==> src/rtl/uart_rx_core.sv <==
// UART receive engine: 2-flop synchronized serial input, a self-timed oversample
// tick re-phased at every start edge, mid-bit sampling, LSB-first framing.
module uart_rx_core #(
    parameter int ClkPerTick     = 27,
    parameter int OversampleRate = 16,
    parameter int DataBits       = 8
) (
    input  logic                clk_i,
    input  logic                reset_ni,
    input  logic                rx_i,
    output logic [DataBits-1:0] data_o,
    output logic                valid_o,
    output logic                frame_err_o,
    output logic                busy_o
);
    localparam int TW = $clog2(ClkPerTick);
    localparam int SW = $clog2(OversampleRate);
    localparam int BW = $clog2(DataBits) + 1;

    localparam logic [TW-1:0] TickMax = TW'(ClkPerTick - 1);
    localparam logic [SW-1:0] SMid    = SW'(OversampleRate / 2 - 1);
    localparam logic [SW-1:0] SMax    = SW'(OversampleRate - 1);
    localparam logic [BW-1:0] BMax    = BW'(DataBits - 1);

    typedef enum logic [2:0] {
        S_IDLE,
        S_START,
        S_DATA,
        S_STOP,
        S_BREAK
    } state_e;

    state_e              state_q, state_d;
    logic [1:0]          sync_q;
    logic                rx_s;
    logic [TW-1:0]       tcnt_q, tcnt_d;
    logic                tick;
    logic [SW-1:0]       s_q, s_d;
    logic [BW-1:0]       b_q, b_d;
    logic [DataBits-1:0] shift_q, shift_d;
    logic [DataBits-1:0] data_q, data_d;
    logic                valid_q, valid_d;
    logic                ferr_q, ferr_d;

    // Sync flops reset high so a released reset never looks like a start edge.
    always_ff @(posedge clk_i or negedge reset_ni) begin
        if (!reset_ni) begin
            sync_q <= 2'b11;
        end else begin
            sync_q <= {sync_q[0], rx_i};
        end
    end

    assign rx_s = sync_q[1];

    // Held at zero in IDLE, so the first tick lands ClkPerTick clocks after start detection.
    assign tick = (state_q != S_IDLE) && (tcnt_q == TickMax);

    always_comb begin
        tcnt_d = '0;
        if ((state_q != S_IDLE) && !tick) begin
            tcnt_d = tcnt_q + TW'(1);
        end
    end

    always_comb begin
        state_d = state_q;
        s_d     = s_q;
        b_d     = b_q;
        shift_d = shift_q;
        data_d  = data_q;
        valid_d = 1'b0;
        ferr_d  = 1'b0;

        unique case (state_q)
            S_IDLE: begin
                s_d = '0;
                if (!rx_s) begin
                    state_d = S_START;
                end
            end

            S_START: begin
                if (tick) begin
                    if (s_q == SMid) begin
                        s_d = '0;
                        b_d = '0;
                        // A start bit that is high again at mid-bit was a glitch.
                        state_d = rx_s ? S_IDLE : S_DATA;
                    end else begin
                        s_d = s_q + SW'(1);
                    end
                end
            end

            S_DATA: begin
                if (tick) begin
                    if (s_q == SMax) begin
                        s_d     = '0;
                        shift_d = {rx_s, shift_q[DataBits-1:1]};
                        if (b_q == BMax) begin
                            state_d = S_STOP;
                        end else begin
                            b_d = b_q + BW'(1);
                        end
                    end else begin
                        s_d = s_q + SW'(1);
                    end
                end
            end

            S_STOP: begin
                if (tick) begin
                    if (s_q == SMax) begin
                        s_d = '0;
                        if (rx_s) begin
                            data_d  = shift_q;
                            valid_d = 1'b1;
                            state_d = S_IDLE;
                        end else begin
                            ferr_d  = 1'b1;
                            state_d = S_BREAK;
                        end
                    end else begin
                        s_d = s_q + SW'(1);
                    end
                end
            end

            // Park here on a low line so a held break reports only once.
            S_BREAK: begin
                if (rx_s) begin
                    state_d = S_IDLE;
                end
            end

            default: begin
                state_d = S_IDLE;
            end
        endcase
    end

    always_ff @(posedge clk_i or negedge reset_ni) begin
        if (!reset_ni) begin
            state_q <= S_IDLE;
            tcnt_q  <= '0;
            s_q     <= '0;
            b_q     <= '0;
            shift_q <= '0;
            data_q  <= '0;
            valid_q <= 1'b0;
            ferr_q  <= 1'b0;
        end else begin
            state_q <= state_d;
            tcnt_q  <= tcnt_d;
            s_q     <= s_d;
            b_q     <= b_d;
            shift_q <= shift_d;
            data_q  <= data_d;
            valid_q <= valid_d;
            ferr_q  <= ferr_d;
        end
    end

    assign data_o      = data_q;
    assign valid_o     = valid_q;
    assign frame_err_o = ferr_q;
    assign busy_o      = (state_q != S_IDLE);

endmodule
==> config.mk <==
export PLATFORM = sky130hd
export DESIGN_NAME = uart_rx_core
export DESIGN_NICKNAME = d
export VERILOG_FILES = /design/src/rtl/uart_rx_core.sv
export SDC_FILE = /design/constraint.sdc
export NUM_CORES = 1
export LEC_CHECK = 0
export BUFFER_PORTS_ARGS = -buffer_cell sky130_fd_sc_hd__buf_4
export CAP_MARGIN = 20
export CORE_MARGIN = 2
export CORE_UTILIZATION = 62
export DETAILED_ROUTE_END_ITERATION = 7
export GPL_TIMING_DRIVEN = 0
export MAX_ROUTING_LAYER = met4
export PLACE_DENSITY = 0.8
export SKIP_LAST_GASP = 1
export SYNTH_ARGS = -nofsm -noshare
export SYNTH_HDL_FRONTEND = slang
export SYNTH_SLANG_ARGS = --single-unit
==> constraint.sdc <==
create_clock -name clk_i -period 5.1 [get_ports clk_i]
set_clock_uncertainty 0.2 [all_clocks]
set_input_delay 0.255 -clock clk_i [delete_from_list [all_inputs] [get_ports clk_i]]
set_output_delay 0.255 -clock clk_i [all_outputs]
set_load 0.03 [all_outputs]
==> results.py, run 1 <==
metrics = {
    "setup_path": {
        "crit_path_end_kind": "flip-flop",
        "crit_path_max_fanout": 8,
        "rr_endpoint": "shift_q[1]$_DFFE_PN0P_",
        "cp-startpoint": "tcnt_q[0]$_DFF_PN0_",
        "r2r_setup_slack_ns": 3.00,
        "rr_worst_depth": 7,
        "critPathRequiredTime_ns": 5.13,
        "critical_path_class": "flip-flop to flip-flop",
        "critPathCapture": "shift_q[1]$_DFFE_PN0P_",
        "worstReg2RegStart": "tcnt_q[0]$_DFF_PN0_",
        "startpoint_type": "flip-flop",
        "cp_data_arrival_time_ns": 2.13,
    },
    "logic_synthesis": {
        "synth.most_common_cell": "dfrtp_1",
        "ys_types": 45,
        "avgSynthCellArea_um2": 11.98,
        "ys_warn_count": 0,
        "synthTopCellsByCount": "dfrtp_1, mux2_1, nor2_1",
        "syn_nets": 148,
        "synth_largest_area_cell": "dfrtp_1",
        "async_flop_share_pct": 100.0,
        "seq_area_frac_synth_pct": 53.48,
        "ys_top_cells_by_area": "dfrtp_1, mux2_1, nand3_1",
        "synth_cells": 141,
        "synth_edf_count": 0,
        "synth_seq_cells": 36,
        "yosys.area.top_type_share_pct": 50.37,
        "ys.flop_type": "dfrtp_1",
        "netlist_area_um2": 1689,
    },
    "route": {
        "avgViaCountPerCell": 5.825,
        "drc_errors": 0,
        "wl_um": 2770,
        "drt-wirelength-per-cell_um": 14.28,
        "firstDrtPassIters": 4,
        "vias": 1130,
        "drt_iter0_drc": 21,
        "ant_nets": 0,
    },
    "sta": {
        "setup_viol": 0,
        "min_period_over_period_pct": 41.24,
        "rsz0062_at_grt": "false",
        "hold_viol": 0,
        "tns_ns": 0,
        "tightest_slew_ns": 0.4302,
        "hold_slack_ns": 0.1671,
        "maxSlewViolCount": 0,
        "period_needed_ns": 2.103,
        "clock.fmax_mhz": 475.5,
        "slew_headroom_pct": 71.32,
    },
    "finish": {
        "final_util_pct": 76.14,
        "fin_nets": 170,
        "nFillCells": 167,
        "antennaDiodeCount": 0,
        "area_delta_synth_final_pct": 13.70,
        "drive_above_1_share_pct": 23.17,
    },
    "global_route": {
        "grt.overflow.total": 0,
        "grtUsageTotal_pct": 20.69,
        "grt_pass1_wl_um": 4912,
        "antenna_found_initial": 0,
        "grt_pass1_vias": 1100,
        "grt_start_max_net_pins": 37,
    },
    "hold_path": {
        "hold_depth": 0,
        "hold_class": "flip-flop to flip-flop",
    },
    "die": {
        "ios": 14,
        "die_y_um": 56.20,
        "row_count": 18,
        "dieWidth_um": 56.20,
        "core_um2": 2522,
        "die-area_um2": 3158,
        "initial_utilization_pct": 66.96,
    },
    "place": {
        "gp_congestion": 0.8682,
        "dp.final_hpwl_um": 1983,
        "io_buffers": 13,
    },
    "cts": {
        "tritoncts": "yes",
        "clk_latency_ns": 0.33,
        "postCtsSetupRepairBufs": 0,
        "htree_num_levels": 2,
        "path_clk_slew_ns": 0.11,
        "clock-root-buffer": "clkbuf_4",
        "cts_sinks": 36,
        "numCtsBuffers": 5,
        "cts_buffer_depth": 2,
    },
    "flow_run": {
        "drv_cap": 0,
    },
    "power": {
        "p_leak_uw": 0.0009615,
        "peakVddDrop_mv": 0.2423,
        "power.density_nw_per_um2": 254.3,
    },
    "run_status": {
        "status": "finished, final reports clean",
    },
}
metal layers:
metal	track usage (%)	routed length, um
met1	25.31	1268
met2	33.28	1367
met3	6.977	105
met4	5.102	27
met5	-	0
worst min-delay path by stage:
stage                        startpoint                    end  slack (ns)
floorplan                      reset_ni     b_q[0]$_DFFE_PN0P_       -0.24
global placement               reset_ni  data_o[0]$_DFFE_PN0P_        0.02
detailed placement             reset_ni  data_o[0]$_DFFE_PN0P_        0.03
CTS                 sync_q[0]$_DFF_PN1_    sync_q[1]$_DFF_PN1_        0.17
global route        sync_q[0]$_DFF_PN1_    sync_q[1]$_DFF_PN1_        0.17
finish              sync_q[0]$_DFF_PN1_    sync_q[1]$_DFF_PN1_        0.17
cell usage in the layout (no fill, tap or decap), types with 3 or more instances in the layout:
cell / instances
a21oi_1: 3
buf_4: 15
clkbuf_4: 5
dfrtp_1: 34
ha_1: 4
inv_1: 6
mux2_1: 13
mux2_2: 3
nand2_1: 8
nand3_1: 11
nor2_1: 12
metrics by stage:
step	cells	cell area (um2)	setup WS, ns	power [uW]
final	194	1921	2.997	488.5
after global placement	184	1824	3.079	299.9
after detailed placement	184	1824	3.005	300.3
after floorplan	141	1689	3.218	293.4
after global routing	194	1921	2.888	506.9
after CTS	194	1921	2.982	492.8
sequential cells by signal, summed over array words and instances, names as in the netlist:
name         count
b_q              4
s_q              4
tcnt_q           5
valid_o          1
sync_q           2
shift_q          8
data_o           8
state_q          3
frame_err_o      1
power breakdown:
group / switching [uW] / internal [uW] / total, uW
clock network: 90.4 / 103 / 193
registers: 0.269 / 287 / 287
logic: 6.28 / 2.18 / 8.46
critical path: stages, from the launching register on:
cell and delay, ns:
dfrtp_1 0.43, inv_1 0.08, ha_1 0.17, nand4b_1 0.18, nor2_2 0.28, and2_1 0.16, buf_4 0.17, mux2_1 0.34
repair_timing:
action / 4_1_cts / 5_1_grt
hold endpoints to repair: 37 / 0
hold buffers: 2 / 0
resized for setup: 0 / 0
cell families after synthesis:
kind of cell,after synthesis,share of synthesized area [%]
buf+inv,13,4.295
fa+ha+maj,4,2.963
simple gates,49,18.45
xor+xnor,3,1.556
compound gates,20,8.593
mux,16,10.67
flops,36,53.48
layout make-up:
class / instances / area (um2) / share of cell area [%]
sequential: 36 / 903.4 / 47.04
multi-input combinational: 92 / 713.2 / 37.13
clock inverter: 2 / 35.03 / 1.824
inverter: 7 / 26.28 / 1.368
clock buffer: 6 / 41.29 / 2.150
buffer: 6 / 46.29 / 2.410
tap: 30 / 37.54 / 1.954
timing repair buffer: 15 / 117.6 / 6.124
Power figures use the tool's default switching activity.
==> run 2, diff against run 1 <==
CORE_UTILIZATION = 58   (was 62)
PLACE_DENSITY = 0.76   (was 0.8)
clock period = 2.09 ns   (was 5.1 ns; I/O delays follow)
==> run 2 against run 1 <==
Effect of this change:
- wire length increased by 1.4%
- non-clock buffer count increased by 2
- via count decreased by 2.1%
- sequential power increased by 140%
- worst setup slack got worse by 2.9 ns
- die area increased by 6.4%
- first-iteration DRC count increased by 86%
- critical path depth unchanged
- flip-flop and latch count unchanged
- critical path type unchanged
==> results.py, run 2 (synthesis gave the netlist of run 1 again) <==
metrics = {
    "die": {
        "dieWidth_um": 57.97,
        "die-area_um2": 3360,
        "core_um2": 2758,
        "row_count": 19,
        "initial_utilization_pct": 61.25,
        "die_y_um": 57.97,
        "ios": 14,
    },
    "route": {
        "wl_um": 2809,
        "firstDrtPassIters": 4,
        "vias": 1106,
        "drt_iter0_drc": 39,
        "ant_nets": 0,
        "avgViaCountPerCell": 5.614,
        "drc_errors": 0,
        "drt-wirelength-per-cell_um": 14.26,
    },
    "setup_path": {
        "crit_slowest_cell": "dfrtp_1",
        "crit_path_end_kind": "flip-flop",
        "crit_path_max_fanout": 8,
        "critPathRequiredTime_ns": 2.12,
        "r2r_setup_slack_ns": 0.12,
        "rr_endpoint": "shift_q[7]$_DFFE_PN0P_",
        "cp_slowest_stage_delay_ns": 0.40,
        "crit_chain": "inv_1 > ha_1 > nand4b_1 > nor2_4 > and2_4 > buf_8 > mux2_1",
        "worstReg2RegStart": "tcnt_q[0]$_DFF_PN0_",
        "cp_data_arrival_time_ns": 2.01,
        "startpoint_type": "flip-flop",
        "critical_path_class": "flip-flop to flip-flop",
        "rr_worst_depth": 7,
    },
    "sta": {
        "setup_viol": 0,
        "rsz0062_at_grt": "false",
        "hold_viol": 0,
        "period_needed_ns": 1.973,
        "clock.fmax_mhz": 506.9,
        "fin_ws_ns": 0.1173,
        "min_period_over_period_pct": 94.39,
        "tns_ns": 0,
        "slew_headroom_pct": 70.53,
        "tightest_slew_ns": 0.4420,
        "maxSlewViolCount": 0,
    },
    "finish": {
        "fin_area_um2": 1943,
        "antennaDiodeCount": 0,
        "final_cell_mix": "dfrtp_1, buf_4, mux2_1",
        "multiInputGateArea_um2": 725.7,
        "nFillCells": 214,
        "drive_above_1_share_pct": 25.30,
        "fin_nets": 172,
        "area_delta_synth_final_pct": 15.04,
        "seq_area_um2": 903.4,
        "final_common_cell": "dfrtp_1",
        "stdcell_count": 197,
    },
    "global_route": {
        "antenna_found_initial": 0,
        "grt.overflow.total": 0,
        "grt_pass1_wl_um": 5106,
        "grtUsageTotal_pct": 20.94,
        "grt_start_max_net_pins": 37,
        "grt_pass1_vias": 1142,
    },
    "cts": {
        "cts_sinks": 36,
        "numCtsBuffers": 5,
        "htree_num_levels": 2,
        "clock-root-buffer": "clkbuf_4",
        "clk_latency_ns": 0.34,
        "tritoncts": "yes",
        "path_clk_slew_ns": 0.11,
        "cts_buffer_depth": 2,
    },
    "power": {
        "peakVddDrop_mv": 0.6635,
        "p_total_uw": 1112,
        "power.density_nw_per_um2": 572.2,
        "p_leak_uw": 0.0009721,
    },
    "flow_run": {
        "drv_cap": 0,
    },
    "place": {
        "io_buffers": 13,
        "gp_congestion": 0.8075,
        "post-place-ws_ns": 0.02222,
        "dpl_cell_area_um2": 1826,
        "dp.final_hpwl_um": 1987,
        "placedCellCount": 185,
    },
    "run_status": {
        "status": "finished, final reports clean",
    },
    "hold_path": {
        "hold_class": "input pin to async pin",
    },
}
run 2: timing repair:
action | CTS | global route
hold endpoints to repair | 37 | 0
gates resized for setup | 0 | 5
hold buffers | 2 | 0
setup buffers | 0 | 2
endpoints found under the setup margin | 0 | 16
run 2: stage by stage:
stage	hold WS, ns	utilization [%]
after floorplan	-0.3911	-
after global placement	-0.1261	66.20
after detailed placement	-0.1184	66.20
after CTS	0.04713	69.19
after global routing	0.05822	70.46
final	0.03631	70.46
run 2: final cells by class:
class	instances	share of cell area (%)
sequential	36	46.49
multi-input combinational	92	37.35
timing repair buffer	17	6.826
clock buffer	7	2.833
buffer	6	2.769
tap	31	1.996
inverter	7	1.352
clock inverter	1	0.3863
run 2: how the worst max path moves through the flow:
stage | startpoint | end | cells after the start
after floorplan | tcnt_q[0]$_DFF_PN0_ | shift_q[7]$_DFFE_PN0P_ | 7
after global placement | tcnt_q[0]$_DFF_PN0_ | shift_q[6]$_DFFE_PN0P_ | 7
after detailed placement | tcnt_q[0]$_DFF_PN0_ | shift_q[7]$_DFFE_PN0P_ | 7
after CTS | tcnt_q[0]$_DFF_PN0_ | shift_q[7]$_DFFE_PN0P_ | 7
after global routing | tcnt_q[0]$_DFF_PN0_ | shift_q[6]$_DFFE_PN0P_ | 7
final | tcnt_q[0]$_DFF_PN0_ | shift_q[7]$_DFFE_PN0P_ | 7
run 2: critical path, delay by kind of cell (launching register included):
| kind | cells | cell delay (ns) |
|---|---|---|
| AND/OR/NAND/NOR | 3 | 0.59 |
| flip-flops | 1 | 0.40 |
| multiplexers | 1 | 0.33 |
| buffers and inverters | 2 | 0.18 |
| adder cells (fa/ha/maj) | 1 | 0.15 |
run 2: routing by layer:
layer  vias to the layer above  track usage, %  wire length (um)
li1                        553               -                 -
met1                       525           25.56              1241
met2                        20           32.63              1393
met3                         8           4.911               105
met4                         0           10.63                68
met5                         -               -                 0
run 2: where the power goes:
group          internal (uW)  leakage, uW  switching [uW]
combinational           5.32     0.000469            15.7
sequential               700     0.000471           0.448
clock                    165    0.0000315             226
==> run 3, diff against run 2 <==
GPL_TIMING_DRIVEN = default   (was 0)
==> run 3 against run 2 <==
Effect of this change:
- cell area fell by 0.45%
- worst setup slack barely moved
- power rose by 7.4%
- worst hold slack improved by 0.0016 ns
- critical endpoint unchanged
- combinational power fell by 13%
- cell count fell by 0.51%
- wire length rose by 3.5%
- flip-flop and latch count did not move
- via count rose by 2.1%
- core utilization fell by 0.32 points
==> results.py, run 3 (synthesis gave the netlist of run 1 again) <==
metrics = {
    "place": {
        "io_buffers": 13,
        "dp.final_hpwl_um": 2128,
        "placedCellCount": 186,
        "gp_congestion": 0.8129,
    },
    "power": {
        "peakVddDrop_mv": 0.6111,
        "p_leak_uw": 0.0009679,
        "power.density_nw_per_um2": 617.3,
    },
    "route": {
        "drt-wirelength-per-cell_um": 14.83,
        "vias": 1129,
        "drc_errors": 0,
        "firstDrtPassIters": 4,
        "drt_iter0_drc": 35,
        "avgViaCountPerCell": 5.760,
        "wl_um": 2906,
        "ant_nets": 0,
    },
    "die": {
        "dieWidth_um": 57.97,
        "ios": 14,
        "initial_utilization_pct": 61.25,
        "die-area_um2": 3360,
        "core_um2": 2758,
        "row_count": 19,
        "die_y_um": 57.97,
    },
    "setup_path": {
        "critical_path_class": "flip-flop to flip-flop",
        "crit_path_end_kind": "flip-flop",
        "startpoint_type": "flip-flop",
        "crit_path_max_fanout": 4,
        "critPathRequiredTime_ns": 2.11,
        "rr_worst_depth": 7,
        "cp_data_arrival_time_ns": 1.99,
    },
    "cts": {
        "clk_latency_ns": 0.34,
        "postCtsSetupRepairBufs": 0,
        "tritoncts": "yes",
        "clock-root-buffer": "clkbuf_4",
        "cts_sinks": 36,
        "numCtsBuffers": 5,
        "path_clk_slew_ns": 0.11,
        "cts_buffer_depth": 2,
        "htree_num_levels": 2,
    },
    "sta": {
        "tightest_slew_ns": 0.4316,
        "tns_ns": 0,
        "period_needed_ns": 1.973,
        "slew_headroom_pct": 70.48,
        "setup_viol": 0,
        "hold_viol": 0,
        "min_period_over_period_pct": 94.41,
        "clock.fmax_mhz": 506.8,
        "rsz0062_at_grt": "false",
        "maxSlewViolCount": 0,
    },
    "finish": {
        "nFillCells": 208,
        "seq_area_um2": 903.4,
        "drive_above_1_share_pct": 24.85,
        "final_common_cell": "dfrtp_1",
        "antennaDiodeCount": 0,
        "stdcell_count": 196,
        "area_delta_synth_final_pct": 14.52,
        "final_cell_mix": "dfrtp_1, buf_4, mux2_1",
        "multiInputGateArea_um2": 719.4,
        "fin_nets": 171,
    },
    "global_route": {
        "grt_start_max_net_pins": 37,
        "grt.overflow.total": 0,
        "grt_pass1_vias": 1098,
        "antenna_found_initial": 0,
        "grt_pass1_wl_um": 5064,
        "grtUsageTotal_pct": 21.24,
    },
    "run_status": {
        "status": "finished, final reports clean",
    },
    "hold_path": {
        "hold_class": "input pin to async pin",
    },
    "flow_run": {
        "drv_cap": 0,
    },
}
==> run 3: cell count changes in the layout (fill, tap and decap cells not counted), sizes merged <==
cell	before	now
clkbuf	8	6
bufinv	0	1
clkinvlp	1	0
clkinv	0	1
==> run 3: routing by layer <==
metal | GRT usage [%] | part of all wire (%)
met1 | 25.26 | 43
met2 | 33.93 | 53
met3 | 4.688 | 2.5
met4 | 10.96 | 2.0
met5 | - | 0
==> run 3: worst max-delay path, stage by stage (launching register included) <==
cell,delay [ns]
dfrtp_1,0.43
inv_1,0.07
ha_1,0.15
nand4b_1,0.17
nor2_4,0.20
and2_1,0.17
buf_4,0.14
mux2_1,0.33
==> run 3: stage by stage <==
step | utilization, % | setup slack, ns | hold slack (ns) | instance area, um2 | total power, uW
after global routing | 70.15 | 0.009755 | 0.08372 | 1934 | 1231
after CTS | 69.92 | 0.05865 | 0.04039 | 1928 | 1216
after floorplan | - | 0.2078 | -0.3911 | 1689 | 715.9
final | 70.15 | 0.1169 | 0.03788 | 1934 | 1194
after global placement | 66.42 | 0.1242 | -0.1243 | 1832 | 731.8
after detailed placement | 66.42 | 0.07996 | -0.1194 | 1832 | 732.4
==> run 3: worst paths after layout <==
check / to / from / slack [ns]
setup / recovery: shift_q[7]$_DFFE_PN0P_ / tcnt_q[0]$_DFF_PN0_ / 0.12
hold / removal: b_q[2]$_DFFE_PN0P_ / reset_ni / 0.04
setup reg to reg: shift_q[7]$_DFFE_PN0P_ / tcnt_q[0]$_DFF_PN0_ / 0.12
hold reg to reg: sync_q[1]$_DFF_PN1_ / sync_q[0]$_DFF_PN1_ / 0.16
max in group asynchronous: sync_q[0]$_DFF_PN1_ / reset_ni / 1.30
min in group clk_i: sync_q[1]$_DFF_PN1_ / sync_q[0]$_DFF_PN1_ / 0.16
==> run 3: cell type report <==
type | count | share of cell area [%]
well taps | 31 | 2.005
repair buffers | 22 | 8.797
inverters | 7 | 1.358
flip-flops and latches | 36 | 46.70
multi-input cells | 92 | 37.19
clock inverters | 2 | 1.811
clock buffers | 6 | 2.135
==> run 3: where the power goes <==
part	internal [uW]	total [uW]	switching, uW
clock	251	473	223
sequential	700	702	2.72
combinational	4.93	18.3	13.4
==> run 3: what timing repair did <==
| item | CTS | global route |
|---|---|---|
| endpoints found under the setup margin | 0 | 11 |
| gates resized for setup | 0 | 2 |
| hold buffers | 2 | 0 |
| hold endpoints to repair | 37 | 0 |
